`config.mk`:
```
export PLATFORM = sky130hd
export DESIGN_NAME = router_input_port_flat
export DESIGN_NICKNAME = d
export VERILOG_FILES = /design/src/rtl/noc_pkg.sv /design/src/rtl/router_input_port_if.sv /design/src/rtl/noc_sync_fifo.sv /design/src/rtl/router_input_port.sv /design/src/flat_wrapper.sv
export SDC_FILE = /design/constraint.sdc
export NUM_CORES = 1
export LEC_CHECK = 0
export BUFFER_PORTS_ARGS = -buffer_cell sky130_fd_sc_hd__buf_4
export CELL_PAD_IN_SITES_DETAIL_PLACEMENT = 1
export CELL_PAD_IN_SITES_GLOBAL_PLACEMENT = 1
export CORE_UTILIZATION = 40
export CTS_BUF_LIST = sky130_fd_sc_hd__clkbuf_4
export DETAILED_ROUTE_END_ITERATION = 16
export GPL_TIMING_DRIVEN = 0
export PLACE_DENSITY_LB_ADDON = 0.1
export SETUP_SLACK_MARGIN = 0.3
export SYNTH_ARGS = -nofsm -noshare
export SYNTH_HDL_FRONTEND = slang
export SYNTH_SLANG_ARGS = --single-unit
```
`constraint.sdc`:
```
create_clock -name clk -period 3.5 [get_ports clk]
set_clock_uncertainty 0.15 [all_clocks]
set_input_delay 0.7 -clock clk [delete_from_list [all_inputs] [get_ports clk]]
set_output_delay 0.7 -clock clk [all_outputs]
set_load 0.01 [all_outputs]
```
`src/rtl/noc_pkg.sv`:
```
// rtl/noc_pkg.sv - shared NoC types, default flit layout and XY route function
// Used by the router input ports and the downstream output arbiters.
package noc_pkg;

  localparam int NUM_DIRS = 5;

  typedef enum logic [2:0] {
    DIR_N = 3'd0,
    DIR_E = 3'd1,
    DIR_S = 3'd2,
    DIR_W = 3'd3,
    DIR_L = 3'd4
  } dir_e;

  typedef struct packed {
    logic err;
    dir_e dir;
  } route_t;

  // Default flit layout {dst_x, dst_y, payload}, MSB first
  localparam int COORD_W_DEF   = 2;
  localparam int PAYLOAD_W_DEF = 7;
  localparam int FLIT_W_DEF    = 2 * COORD_W_DEF + PAYLOAD_W_DEF;
  localparam int DST_X_MSB_DEF = FLIT_W_DEF - 1;
  localparam int DST_Y_MSB_DEF = FLIT_W_DEF - COORD_W_DEF - 1;
  localparam int PAYLOAD_MSB_DEF = PAYLOAD_W_DEF - 1;

  // Dimension-ordered routing: resolve X first, then Y, then eject locally
  function automatic route_t xy_route(
    input logic [31:0] dst_x,
    input logic [31:0] dst_y,
    input logic [31:0] my_x,
    input logic [31:0] my_y,
    input logic [31:0] mesh_x,
    input logic [31:0] mesh_y
  );
    route_t r;
    r.err = 1'b0;
    r.dir = DIR_L;
    if (dst_x >= mesh_x || dst_y >= mesh_y) begin
      r.err = 1'b1;
    end else if (dst_x > my_x) begin
      r.dir = DIR_E;
    end else if (dst_x < my_x) begin
      r.dir = DIR_W;
    end else if (dst_y > my_y) begin
      r.dir = DIR_N;
    end else if (dst_y < my_y) begin
      r.dir = DIR_S;
    end
    return r;
  endfunction

endpackage

```
`src/rtl/router_input_port_if.sv`:
```
// rtl/router_input_port_if.sv - link-side and arbiter-side handshake bundle
// slave is the input port's view, master is the upstream/arbiter side.
interface router_input_port_if
  import noc_pkg::*;
#(
  parameter int FLIT_W = 11
) ();

  logic                in_valid;
  logic                in_ready;
  logic [FLIT_W-1:0]   in_data;
  logic [NUM_DIRS-1:0] out_valid;
  logic [NUM_DIRS-1:0] out_ready;
  logic [FLIT_W-1:0]   out_data;

  modport master (
    output in_valid, in_data, out_ready,
    input  in_ready, out_valid, out_data
  );

  modport slave (
    input  in_valid, in_data, out_ready,
    output in_ready, out_valid, out_data
  );

endinterface

```
`src/rtl/noc_sync_fifo.sv`:
```
// rtl/noc_sync_fifo.sv - single-clock FIFO with occupancy count
// No bypass: a push into an empty FIFO is visible on rdata after the edge.
module noc_sync_fifo #(
  parameter int DEPTH = 4,
  parameter int WIDTH = 11
) (
  input  logic                     clk,
  input  logic                     reset,
  input  logic                     push,
  input  logic [WIDTH-1:0]         wdata,
  input  logic                     pop,
  output logic [WIDTH-1:0]         rdata,
  output logic                     full,
  output logic                     empty,
  output logic [$clog2(DEPTH):0]   count
);

  localparam int PTR_W = $clog2(DEPTH);

  logic [PTR_W-1:0] wr_ptr_q, wr_ptr_d;
  logic [PTR_W-1:0] rd_ptr_q, rd_ptr_d;
  logic [PTR_W:0]   count_q, count_d;
  logic [WIDTH-1:0] mem_q [DEPTH];
  logic [WIDTH-1:0] mem_d [DEPTH];
  logic             push_ok, pop_ok;

  assign full    = (count_q == (PTR_W+1)'(DEPTH));
  assign empty   = (count_q == '0);
  assign count   = count_q;
  assign rdata   = mem_q[rd_ptr_q];
  assign push_ok = push && !full;
  assign pop_ok  = pop && !empty;

  // Pointers wrap naturally because DEPTH is a power of two
  always_comb begin
    wr_ptr_d = wr_ptr_q + PTR_W'(push_ok);
    rd_ptr_d = rd_ptr_q + PTR_W'(pop_ok);
    count_d  = count_q + (PTR_W+1)'(push_ok) - (PTR_W+1)'(pop_ok);
    mem_d    = mem_q;
    if (push_ok) begin
      mem_d[wr_ptr_q] = wdata;
    end
  end

  always_ff @(posedge clk) begin
    if (reset) begin
      wr_ptr_q <= '0;
      rd_ptr_q <= '0;
      count_q  <= '0;
    end else begin
      wr_ptr_q <= wr_ptr_d;
      rd_ptr_q <= rd_ptr_d;
      count_q  <= count_d;
    end
  end

  always_ff @(posedge clk) begin
    mem_q <= mem_d;
  end

  a_count_range: assert property (@(posedge clk) disable iff (reset)
    count_q <= (PTR_W+1)'(DEPTH));
  a_no_underflow: assert property (@(posedge clk) disable iff (reset)
    !(pop && empty));
  a_no_overflow: assert property (@(posedge clk) disable iff (reset)
    !(push && full));

endmodule

```
`src/rtl/router_input_port.sv`:
```
// rtl/router_input_port.sv - buffered router input with XY route decode
// Head flit requests exactly one direction; out-of-mesh heads are dropped and flagged.
module router_input_port
  import noc_pkg::*;
#(
  parameter int MY_X      = 0,
  parameter int MY_Y      = 0,
  parameter int MESH_X    = 4,
  parameter int MESH_Y    = 4,
  parameter int COORD_W   = COORD_W_DEF,
  parameter int PAYLOAD_W = PAYLOAD_W_DEF,
  parameter int DEPTH     = 4
) (
  input  logic                   clk,
  input  logic                   reset,
  router_input_port_if.slave     port,
  output logic                   route_err,
  output logic [$clog2(DEPTH):0] occupancy
);

  localparam int FLIT_W = 2 * COORD_W + PAYLOAD_W;
  localparam int CNT_W  = $clog2(DEPTH) + 1;

  logic                fifo_push, fifo_pop;
  logic                fifo_full, fifo_empty;
  logic [FLIT_W-1:0]   head;
  logic [CNT_W-1:0]    count;
  logic [COORD_W-1:0]  head_x, head_y;
  route_t              route;
  logic                head_err;
  logic [NUM_DIRS-1:0] req;
  logic                route_err_q, route_err_d;

  noc_sync_fifo #(
    .DEPTH (DEPTH),
    .WIDTH (FLIT_W)
  ) u_fifo (
    .clk   (clk),
    .reset (reset),
    .push  (fifo_push),
    .wdata (port.in_data),
    .pop   (fifo_pop),
    .rdata (head),
    .full  (fifo_full),
    .empty (fifo_empty),
    .count (count)
  );

  assign head_x = head[FLIT_W-1 -: COORD_W];
  assign head_y = head[FLIT_W-COORD_W-1 -: COORD_W];

  always_comb begin
    route = xy_route(32'(head_x), 32'(head_y), 32'(MY_X), 32'(MY_Y),
                     32'(MESH_X), 32'(MESH_Y));
    head_err = !fifo_empty && route.err;
    req = '0;
    if (!fifo_empty && !route.err) begin
      req[route.dir] = 1'b1;
    end
    // Unselected out_ready bits are masked off by the one-hot request
    fifo_pop    = head_err || |(req & port.out_ready);
    route_err_d = route_err_q || head_err;
  end

  assign fifo_push      = port.in_valid && !fifo_full;
  assign port.in_ready  = !fifo_full;
  assign port.out_valid = req;
  assign port.out_data  = head;
  assign occupancy      = count;
  assign route_err      = route_err_q;

  always_ff @(posedge clk) begin
    if (reset) begin
      route_err_q <= 1'b0;
    end else begin
      route_err_q <= route_err_d;
    end
  end

  a_onehot_req: assert property (@(posedge clk) disable iff (reset)
    $onehot0(port.out_valid));

endmodule

```
`src/flat_wrapper.sv`:
```
// flat-port wrapper written by rule: the top's interface ports become plain ports
module router_input_port_flat import noc_pkg::*;
#(
  parameter int MY_X      = 0,
  parameter int MY_Y      = 0,
  parameter int MESH_X    = 4,
  parameter int MESH_Y    = 4,
  parameter int COORD_W   = COORD_W_DEF,
  parameter int PAYLOAD_W = PAYLOAD_W_DEF,
  parameter int DEPTH     = 4
)
  (clk, reset, route_err, occupancy, port_in_valid, port_in_data, port_out_ready, port_in_ready, port_out_valid, port_out_data);
  router_input_port_if #(.FLIT_W(11)) port_i ();
  input  logic clk;
  input  logic reset;
  output logic route_err;
  output logic [$clog2(DEPTH):0] occupancy;
  input wire logic [$bits(port_i.in_valid)-1:0] port_in_valid;
  input wire logic [$bits(port_i.in_data)-1:0] port_in_data;
  input wire logic [$bits(port_i.out_ready)-1:0] port_out_ready;
  output wire logic [$bits(port_i.in_ready)-1:0] port_in_ready;
  output wire logic [$bits(port_i.out_valid)-1:0] port_out_valid;
  output wire logic [$bits(port_i.out_data)-1:0] port_out_data;
  assign port_i.in_valid = port_in_valid;
  assign port_i.in_data = port_in_data;
  assign port_i.out_ready = port_out_ready;
  assign port_in_ready = port_i.in_ready;
  assign port_out_valid = port_i.out_valid;
  assign port_out_data = port_i.out_data;
  router_input_port #(.MY_X(MY_X), .MY_Y(MY_Y), .MESH_X(MESH_X), .MESH_Y(MESH_Y), .COORD_W(COORD_W), .PAYLOAD_W(PAYLOAD_W), .DEPTH(DEPTH)) u_core (.clk(clk), .reset(reset), .port(port_i), .route_err(route_err), .occupancy(occupancy));
endmodule
```
# Yosys cells after proc, flatten, opt, wreduce, memory -nomap -nowiden
# Index checks and enable logic that the tools add are counted.
# classes
n_mux,11
bitwise,3
add_sub_neg,4
magnitude_cmp,7
n_reduce_logical,9
n_eq_ne,1
# ops
operator,count
bitwise mux 44 bit,1
2-to-1 mux 11 bit,3
binary-select mux 11 bit (select 2 bit),1
demux 11 bit (select 2 bit),1
>= comparator 3 bit (second input constant),2
2-to-1 mux 3 bit,2
inverter 2 -> 3 bit,2
AND 5 bit,1
logical AND 1 bit,5
2-to-1 mux 5 bit,1
OR reduction 5 bit,1
adder 2 x 1 -> 2 bit,2
> comparator 2 x 1 -> 1 bit (second input constant),2
less-than comparator 3 x 4 -> 1 bit (second input constant),1
adder 3 x 1 -> 3 bit,1
demux 1 bit (select 3 bit),1
equality test 3 bit (second input constant),1
>= comparator 3 x 1 -> 1 bit (second input constant),1
logical NOT 3 bit,1
less-than comparator 3 x 1 -> 1 bit (second input constant),1
subtractor 3 x 1 -> 3 bit,1
logical NOT 1 bit,2
2-to-1 mux 1 bit,1
# word_totals
output_inout_bits,21
in_bits,19
register_bits,51
elab_cells,42

# Logic depth before layout (Yosys ltp)
# Gate-level depths: netlist of the first run.
# logic_depth
depth_word,16
ltp_mapped,10
mapped_depth_nobuf,10

# Hierarchy
# Synthesis of the first run repeated with hierarchy kept, for this count alone.
# unflattened
hier_cells,107
hier_area_um2,2044.5
# modules_own_cells
module,seq_area_each_um2,area_per_inst_um2,instances,cells_each
noc_sync_fifo,1461.4,1949.4,1,92
router_input_port,0.0,95.1,1,15

# Least setup slack after synthesis of the first run
# No wires, ideal clock.
# synth_path
kind,register to register
start,register u_core.u_fifo.rd_ptr_q[0]
end,register u_core.u_fifo.count_q[2] (netlist: u_core.u_fifo.count[2])
setup_time_ns,0.126
required_ns,3.224
path_stages_with_launch,11
synth_period_minus_slack_ns,2.683
n_path_buf,0
setup_slack_ns,0.817
arrival_time_ns,2.407
path_cell_list,dfxtp_1 -> mux4_2 -> nor2_4 -> o21ai_1 -> a21oi_2 -> xnor2_1 -> ha_1 -> fa_1 -> xnor2_1 -> xnor2_1 -> nor2_1
# synth_via
word_cells_on_any_way,18
cone_classes,add/sub (1); order compare (4); mux (8); bitwise (2); reduce/logical (3)
# synth_lines
element,line,text
start: declaration,noc_sync_fifo.sv:21,"logic [PTR_W-1:0] rd_ptr_q, rd_ptr_d;"
start signal: assignment,noc_sync_fifo.sv:52,rd_ptr_q <= rd_ptr_d;
inverter 2 -> 3 bit (not written as such) *,noc_sync_fifo.sv:30,assign rdata = mem_q[rd_ptr_q];
binary-select mux 11 bit (select 2 bit) *,noc_sync_fifo.sv:30,
2-to-1 mux 11 bit (not written as such) * (2 in a row),noc_sync_fifo.sv:30,
via port_out_data[9],flat_wrapper.sv:23,output wire logic [$bits(port_i.out_data)-1:0] port_out_data;
> comparator 2 x 1 -> 1 bit *,noc_pkg.sv:42,end else if (dst_x > my_x) begin
2-to-1 mux 3 bit *,noc_pkg.sv:42,
less-than comparator 3 x 4 -> 1 bit (not written as such) / >= comparator 3 x 1 -> 1 bit (equally long branches),router_input_port.sv:58,req[route.dir] = 1'b1;
logical AND 1 bit (not written as such),router_input_port.sv:58,
2-to-1 mux 1 bit (not written as such),router_input_port.sv:58,
demux 1 bit (select 3 bit) *,--,
2-to-1 mux 5 bit *,router_input_port.sv:57,if (!fifo_empty && !route.err) begin
AND 5 bit *,router_input_port.sv:61,fifo_pop = head_err || |(req & port.out_ready);
OR reduction 5 bit *,router_input_port.sv:61,
logical AND 1 bit *,noc_sync_fifo.sv:32,assign pop_ok = pop && !empty;
subtractor 3 x 1 -> 3 bit *,noc_sync_fifo.sv:38,count_d = count_q + (PTR_W+1)'(push_ok) - (PTR_W+1)'(pop_ok);
end signal: assignment,noc_sync_fifo.sv:53,count_q <= count_d;
end: declaration,noc_sync_fifo.sv:22,"logic [PTR_W:0] count_q, count_d;"
# The timed path passes the listed nets; every way through them passes the cells marked *. The select of a mux whose other input is x is not followed.
# A chain may end at the register's enable or synchronous reset.

# Worst setup path in the final report of the first run
# layout_path
start,register u_core.u_fifo.rd_ptr_q[0]
end,register u_core.u_fifo.count_q[2] (netlist: u_core.u_fifo.count[2])
# layout_via
elab_chain_cells,16
word_cells_on_any_way,18
cone_classes,add/sub (1); order compare (4); mux (8); bitwise (2); reduce/logical (3)
# layout_lines
element,line,text
inverter 2 -> 3 bit (not written as such) *,noc_sync_fifo.sv:30,
binary-select mux 11 bit (select 2 bit) *,noc_sync_fifo.sv:30,
2-to-1 mux 11 bit (not written as such) * (2 in a row),noc_sync_fifo.sv:30,
> comparator 2 x 1 -> 1 bit,noc_pkg.sv:46,end else if (dst_y > my_y) begin
2-to-1 mux 3 bit,noc_pkg.sv:46,
2-to-1 mux 3 bit *,noc_pkg.sv:42,
less-than comparator 3 x 4 -> 1 bit (not written as such) / >= comparator 3 x 1 -> 1 bit (equally long branches),router_input_port.sv:58,
logical AND 1 bit (not written as such),router_input_port.sv:58,
2-to-1 mux 1 bit (not written as such),router_input_port.sv:58,
demux 1 bit (select 3 bit) *,--,
2-to-1 mux 5 bit *,router_input_port.sv:57,
AND 5 bit *,router_input_port.sv:61,
OR reduction 5 bit *,router_input_port.sv:61,
logical AND 1 bit *,noc_sync_fifo.sv:32,
subtractor 3 x 1 -> 3 bit *,noc_sync_fifo.sv:38,
# Every way passes the cells marked *; elsewhere a longest branch is shown, timed or not. The select of a mux whose other input is x is not followed.

==> metrics.cfg, run 1 <==
[run_status]
status = completed

[worst_setup_path]
worstPathRequired_ns = 3.60
critPathMaxStageDelay_ns = 0.59
critPathLaunchType = flip-flop
cp_top_family = adder cells
critPathArrivalTime_ns = 2.98
worstSetupPathType = reg2reg
critPathCaptureType = flip-flop
path_max_fanout = 6
path_common_cell = xnor2_1
path_cells = mux4_2 -> nor2_4 -> o21ai_1 -> a21oi_2 -> xnor2_1 -> ha_1 -> fa_1 -> xnor2_1 -> xnor2_1 -> nor2_1
critPathBufInv = 0
cp_slowest_cell = mux4_2

[run]
maxCapViolations = 0

[cts]
cts_buffers = 5
clk_latency_ns = 0.36
path_clk_slew_ns = 0.16
cts_tree = built
cts_setup_buffers = 0
cts_root_buf = clkbuf_4
ctsHoldBuffers = 0
cts-htree-levels = 2
cts_buffer_depth = 2
clock_sinks = 51
cts-resized-gates = 0

[yosys]
synth_warnings = 0
syn_area_um2 = 2057
synth_seq_area_share_pct = 71.05
synthesis.instances = 113
synth.avg_cell_area_um2 = 18.20
ys_ff_latch = 51
synth_cell_types = 26

[global_routing]
grt_pass1_vias = 1158
grt-ovfl-total = 0
grt_first_pass_wirelength_um = 5816
antenna_found_initial = 0
grt_max_degree = 18
grt_usage_pct = 15.43

[sta]
finalCritPeriodShare_pct = 82.38
rsz0062_at_grt = false
worst_slew_pin_slew_ns = 0.6858
slew_violations = 0
fin_ws_ns = 0.6167
hold_viol = 0
setup_viol = 0
fmax_mhz = 346.8
final.setup.tns_ns = 0
slew-limit-headroom_pct = 54.28
min_period_ns = 2.883

[cells_and_area]
fillers = 469
final_cell_area_um2 = 2529
areaGrowthSynthToFinish_pct = 22.93
drive_gt1_share_pct = 42.14
diodes = 0
layoutNonFillerInstCount = 226
fin_nets = 180

[detailed_routing]
wire_per_inst_um = 16.54
avgViaCountPerCell = 4.996
via_count = 1129
detailedRoute.firstIterationViolations = 41
drc_errors = 0
first_pass_iters = 4
drtAntennaViolNets = 0
routed_wl_um = 3737

[place]
placed_area_um2 = 2445
port_buffers = 33
gp_congestion = 0.6825
dp.cells = 218
place_ws_ns = 0.6034

[floorplan]
num_rows = 25
io_pins = 40
dieArea_um2 = 5433
coreArea_um2 = 4848
dieHeight_um = 73.71
start_util_pct = 42.43
die_width_um = 73.71

[power]
ir_drop_v = 0.0003579
seqPwrFrac_pct = 44.2
powerDensity_nw_per_um2 = 708.9
power_frac_clock_pct = 18.8
pwr-share-comb_pct = 36.9
intPower_uw = 1250
leakagePower_uw = 0.0009114
swShare_pct = 30.28
switchingPower_uw = 542.7
total_power_uw = 1793

[min_path]
worstHoldPathType = in2reg

## power groups by stage
stage / clock (µW) / sequential (µW) / combinational (µW)
final: 338 / 793 / 662
after floorplan: 0 / 799 / 410
after global routing: 361 / 805 / 721
after detailed placement: 0 / 809 / 670
after global placement: 0 / 803 / 638
after CTS: 350 / 795 / 675
## worst register-to-register path, cell delays in order, from the launching register on
cell	delay (ns)
dfxtp_1	0.45
mux4_2	0.59
nor2_4	0.19
o21ai_1	0.11
a21oi_2	0.22
xnor2_1	0.10
ha_1	0.21
fa_1	0.39
xnor2_1	0.18
xnor2_1	0.13
nor2_1	0.05
## registers in the layout, indices dropped and copies added, names as in the netlist
| name | flops |
|---|---|
| u_core.u_fifo.mem_q | 44 |
| u_core.u_fifo.count | 3 |
| u_core.u_fifo.wr_ptr_q | 2 |
| u_core.u_fifo.rd_ptr_q | 2 |
## through the flow
step / util (%) / hold slack, ns
3_3_place_gp: 49.42 / 0.4022
5_1_grt: 52.15 / 0.3506
2_1_floorplan: - / 0.3830
4_1_cts: 52.15 / 0.3539
6_report: 52.15 / 0.3694
3_5_place_dp: 50.43 / 0.4231
## layout by cell type, fill, tap and decap left out
cell type / Yosys / routed
a211oi_1: 1 / 1
a21oi_2: 1 / 1
and3_1: 2 / 2
buf_2: 1 / 1
buf_4: 3 / 36
buf_6: 0 / 3
bufinv_16: 0 / 1
clkbuf_1: 2 / 2
clkbuf_4: 0 / 5
clkinvlp_4: 0 / 1
conb_1: 1 / 3
dfxtp_1: 7 / 7
edfxtp_1: 44 / 44
fa_1: 1 / 1
ha_1: 2 / 2
inv_1: 2 / 2
inv_2: 1 / 1
inv_6: 0 / 1
mux2_1: 1 / 1
mux2_4: 1 / 1
mux2i_1: 1 / 1
mux4_2: 12 / 12
nand2_1: 4 / 4
nor2_1: 11 / 11
nor2_4: 1 / 1
nor2b_1: 5 / 5
nor3_2: 0 / 1
nor3b_2: 0 / 2
o21ai_1: 1 / 1
or3_1: 1 / 1
xnor2_1: 4 / 4
## per-layer routing
layer	GRT usage, %	part of all wire (%)
met2	26.91	53
met1	18.32	41
met4	5.769	1.1
met5	0	0
met3	3.978	5.0
## worst paths after layout
kind | startpoint | to | slack [ns] | depth (start not counted)
max reg2reg | u_core.u_fifo.rd_ptr_q[0] | u_core.u_fifo.count[2] | 0.62 | 10
min | port_in_data[5] | u_core.u_fifo.mem_q[27] | 0.37 | 1
max | u_core.u_fifo.rd_ptr_q[0] | u_core.u_fifo.count[2] | 0.62 | 10
min reg2reg | u_core.u_fifo.count[2] | u_core.u_fifo.count[2] | 0.43 | 2
## layout make-up
cell class / count / area (µm²) / share of cell area, %
Tap cell: 67 / 83.83 / 3.315
Inverter: 3 / 11.26 / 0.4453
Clock inverter: 3 / 46.29 / 1.831
Timing Repair Buffer: 36 / 281.5 / 11.13
Buffer: 6 / 35.03 / 1.385
Sequential cell: 51 / 1461 / 57.79
Clock buffer: 5 / 37.54 / 1.484
Multi-Input combinational cell: 55 / 571.8 / 22.61
## cell usage after synthesis
cell,count,area (µm²)
a211oi_1,1,7.510
a21oi_2,1,8.760
and3_1,2,12.51
buf_2,1,5.000
buf_4,3,22.52
clkbuf_1,2,7.510
conb_1,1,3.750
dfxtp_1,7,140.1
edfxtp_1,44,1321
fa_1,1,20.02
ha_1,2,25.02
inv_1,2,7.510
inv_2,1,3.750
mux2_1,1,11.26
mux2_4,1,15.01
mux2i_1,1,10.01
mux4_2,12,270.3
nand2_1,4,15.01
nor2_1,11,41.29
nor2_4,1,11.26
nor2b_1,5,31.28
nor3_1,1,5.000
nor3b_1,2,15.01
o21ai_1,1,5.000
or3_1,1,6.260
xnor2_1,4,35.03
## cells by family after synthesis
family	after synthesis	synth area share (%)
AOI/OAI and AO/OA	3	1.034
xor gates and xnor gates	4	1.703
adders and majority gates	3	2.190
buffers and inverters	9	2.250
DFF	51	71.05
muxes	15	14.90
other	1	0.1823
and+or+nand+nor	27	6.690
Note: power is estimated with default switching activity, not from simulation.
==> run 2, diff against run 1 <==
--- a/config.mk
+++ b/config.mk
@@ -5,6 +5,7 @@
 export SDC_FILE = /design/constraint.sdc
 export NUM_CORES = 1
 export LEC_CHECK = 0
+export ABC_AREA = 1
 export BUFFER_PORTS_ARGS = -buffer_cell sky130_fd_sc_hd__buf_4
 export CELL_PAD_IN_SITES_DETAIL_PLACEMENT = 1
 export CELL_PAD_IN_SITES_GLOBAL_PLACEMENT = 1
==> constraint.sdc (replaced) <==
create_clock -name clk -period 2.9 [get_ports clk]
set_clock_uncertainty 0.15 [all_clocks]
set_input_delay 0.58 -clock clk [delete_from_list [all_inputs] [get_ports clk]]
set_output_delay 0.58 -clock clk [all_outputs]
set_load 0.01 [all_outputs]
==> run 2 against run 1 <==
Effect of this change:
- count of clock-buffer cells in the layout is the same
- design area up 6.9%
- via count is 31% higher
- synthesized cell count rose by 59%
- critical path depth fell by 3
- setup slack got worse by 0.19 ns
- non-clock buffer count grew 7
- wire length rose by 25%
- sequential cell count did not move
- critical path type is now reg2out
- critical endpoint is now port_out_data[5]
==> metrics.cfg, run 2 <==
[run_status]
status = completed

[yosys]
synthFlopType = edfxtp_1
synth.top_cells.by_count = edfxtp_1 (44), nand2_1 (25), nor2_1 (25), inv_1 (14), o21ai_0 (14)
synth_seq_area_share_pct = 67.91  ; -3.1 points
syn_area_um2 = 2152  ; +4.6%
ys_ff_latch = 51  ; unchanged
synthTopCellsByArea = edfxtp_1 (61%), dfxtp_1 (6.5%), nand2_1 (4.4%)
synth_top_area_share_pct = 61.40  ; -2.8 points
synth_top_cell_by_area = edfxtp_1
yosysMostFrequentCell = edfxtp_1
synth_cell_types = 25  ; -3.8%
synthesis.instances = 180  ; +59%
synthArstFlopShare_pct = 0  ; unchanged
synth_warnings = 0  ; unchanged
synth_edf_count = 44  ; unchanged
synth.avg_cell_area_um2 = 11.96  ; -34%

[global_routing]
grt_first_pass_wirelength_um = 7445  ; +28%
grt_usage_pct = 18.87  ; +3.4 points
antenna_found_initial = 0  ; unchanged
grt-ovfl-total = 0  ; unchanged
grt_pass1_vias = 1593  ; +38%
grt_max_degree = 18  ; unchanged

[sta]
slew_violations = 0  ; unchanged
final.setup.tns_ns = 0  ; unchanged
slew-limit-headroom_pct = 61.71  ; +7.4 points
setup_viol = 0  ; unchanged
fin_ws_ns = 0.4221  ; -0.1946 ns
rsz0062_at_grt = false
finalCritPeriodShare_pct = 85.44
fmax_mhz = 403.6
worst_slew_pin_slew_ns = 0.5712  ; -0.1146 ns
hold_viol = 0  ; unchanged
min_period_ns = 2.478

[cells_and_area]
drive_gt1_share_pct = 34.50  ; -7.6 points
fillers = 559  ; +19%
final_util_pct = 52.58  ; +0.43 points
final_cell_area_um2 = 2703  ; +6.9%
seq_area_um2 = 1464  ; +0.17%
diodes = 0  ; unchanged
largest_reg_flops = 44  ; unchanged
multi_input_area_um2 = 589.3  ; +3.1%
final_common_cell = edfxtp_1
fin_nets = 250  ; +39%
areaGrowthSynthToFinish_pct = 25.58
largest_register = u_core.u_fifo.mem_q
final_cell_mix = edfxtp_1 (44), buf_4 (39), nor2_1 (25), nand2_1 (24)

[power]
powerDensity_nw_per_um2 = 945.5  ; +33%
ir_drop_v = 0.0005004  ; +40%
total_power_uw = 2555  ; +43%
leakagePower_uw = 0.001073  ; +18%

[cts]
path_clk_slew_ns = 0.15  ; about the same
cts_root_buf = clkbuf_4
cts-htree-levels = 2  ; unchanged
cts_buffer_depth = 2  ; unchanged
cts_tree = built
clock_sinks = 51  ; unchanged
clk_latency_ns = 0.37  ; about the same
cts_buffers = 5  ; unchanged

[worst_setup_path]
worstPathRequired_ns = 2.17  ; -1.43 ns
path_max_fanout = 10  ; +4
critPathCaptureType = output port
critPathArrivalTime_ns = 1.75  ; -1.23 ns
worstSetupPathType = reg2out
critPathLaunchType = flip-flop

[detailed_routing]
routed_wl_um = 4654  ; +25%
wire_per_inst_um = 15.57  ; -5.9%
first_pass_iters = 4  ; unchanged
detailedRoute.firstIterationViolations = 52  ; +27%
via_count = 1484  ; +31%
avgViaCountPerCell = 4.963  ; -0.65%
drtAntennaViolNets = 0  ; unchanged
drc_errors = 0  ; unchanged

[place]
place_ws_ns = 0.2743  ; -0.3291 ns
port_buffers = 34  ; +3.0%
gp_congestion = 0.6760  ; -0.95%
hpwl_um = 3371
placed_area_um2 = 2567  ; +5.0%

[floorplan]
coreArea_um2 = 5140  ; +6.0%
dieHeight_um = 75.35  ; +2.2%
start_util_pct = 41.87  ; -0.56 points
dieArea_um2 = 5678  ; +4.5%
die_width_um = 75.35  ; +2.2%
io_pins = 40  ; unchanged
num_rows = 26  ; +4.0%

[min_path]
worstHoldPathType = in2reg

[run]
maxCapViolations = 0  ; unchanged

-- run 2: cell count changes after synthesis, moves of 4 or more --
cell     previous run  this run
nor2_1             11        25
nand3_1             0         7
o22ai_1             0         7
mux4_2             12         0
nand2_2             0         4
inv_1               2        14
o21ai_0             0        14
nor3_1              1         5
nor2b_1             5         0
nand2_1             4        25
nand3_2             0         4
-- run 2: per-layer routing --
metal  vias to the layer above  part of all wire, %  GRT usage, %
met5                         -                    0             0
met4                         0                  2.5         8.230
met3                        17                  3.7         4.233
met2                        45                   55         35.91
met1                       719                   39         19.84
li1                        703                    -             -
-- run 2: what timing repair did --
action | 4_1_cts | 5_1_grt
pin swaps | 0 | 3
hold buffers | 0 | 0
setup endpoints to repair | 6 | 5
gates resized for setup | 2 | 7
setup buffers | 0 | 1
-- run 2: critical path: stages (launching register included) --
cell      delay [ns]
dfxtp_2         0.34
buf_6           0.13
inv_4           0.07
buf_8           0.13
clkbuf_2        0.24
o21ai_0         0.13
o22ai_1         0.18
buf_4           0.16
-- run 2: cell families after synthesis --
| family | Yosys count | synth area share (%) |
|---|---|---|
| XOR/XNOR | 4 | 1.628 |
| AND/OR/NAND/NOR | 72 | 15.87 |
| other | 1 | 0.1743 |
| adder cells (fa/ha/maj) | 3 | 2.093 |
| AO/OA/AOI/OAI | 23 | 6.105 |
| buffers and inverters | 26 | 6.221 |
| flip-flops | 51 | 67.91 |
-- run 2: path summary, 6_finish.rpt --
kind | startpoint | end | slack, ns | cells after the start
max | u_core.u_fifo.rd_ptr_q[0] | port_out_data[5] | 0.42 | 7
min | port_in_data[4] | u_core.u_fifo.mem_q[4] | 0.25 | 1
max reg2reg | u_core.u_fifo.rd_ptr_q[1] | u_core.u_fifo.count[2] | 0.51 | 11
min reg2reg | u_core.u_fifo.wr_ptr_q[1] | u_core.u_fifo.wr_ptr_q[1] | 0.48 | 2
-- run 2: final cells by class --
cell class	instances	share of cell area [%]
Sequential cell	51	54.17
Tap cell	70	3.241
Multi-Input combinational cell	105	21.81
Clock buffer	5	1.389
Timing Repair Buffer	39	11.39
Clock inverter	3	2.639
Inverter	16	2.315
Buffer	10	3.056
-- run 2: power by group --
group	internal (µW)	leakage (µW)	switching, µW
registers	898	0.000462	47.0
logic	472	0.000554	637
clock network	274	0.0000573	226
total	1640	0.00107	910
-- run 2: through the flow --
step           hold slack, ns  instances
2_1_floorplan          0.3783        182
3_3_place_gp           0.3978        286
3_5_place_dp           0.4499        290
4_1_cts                0.2323        298
5_1_grt                0.2254        299
6_report               0.2502        299
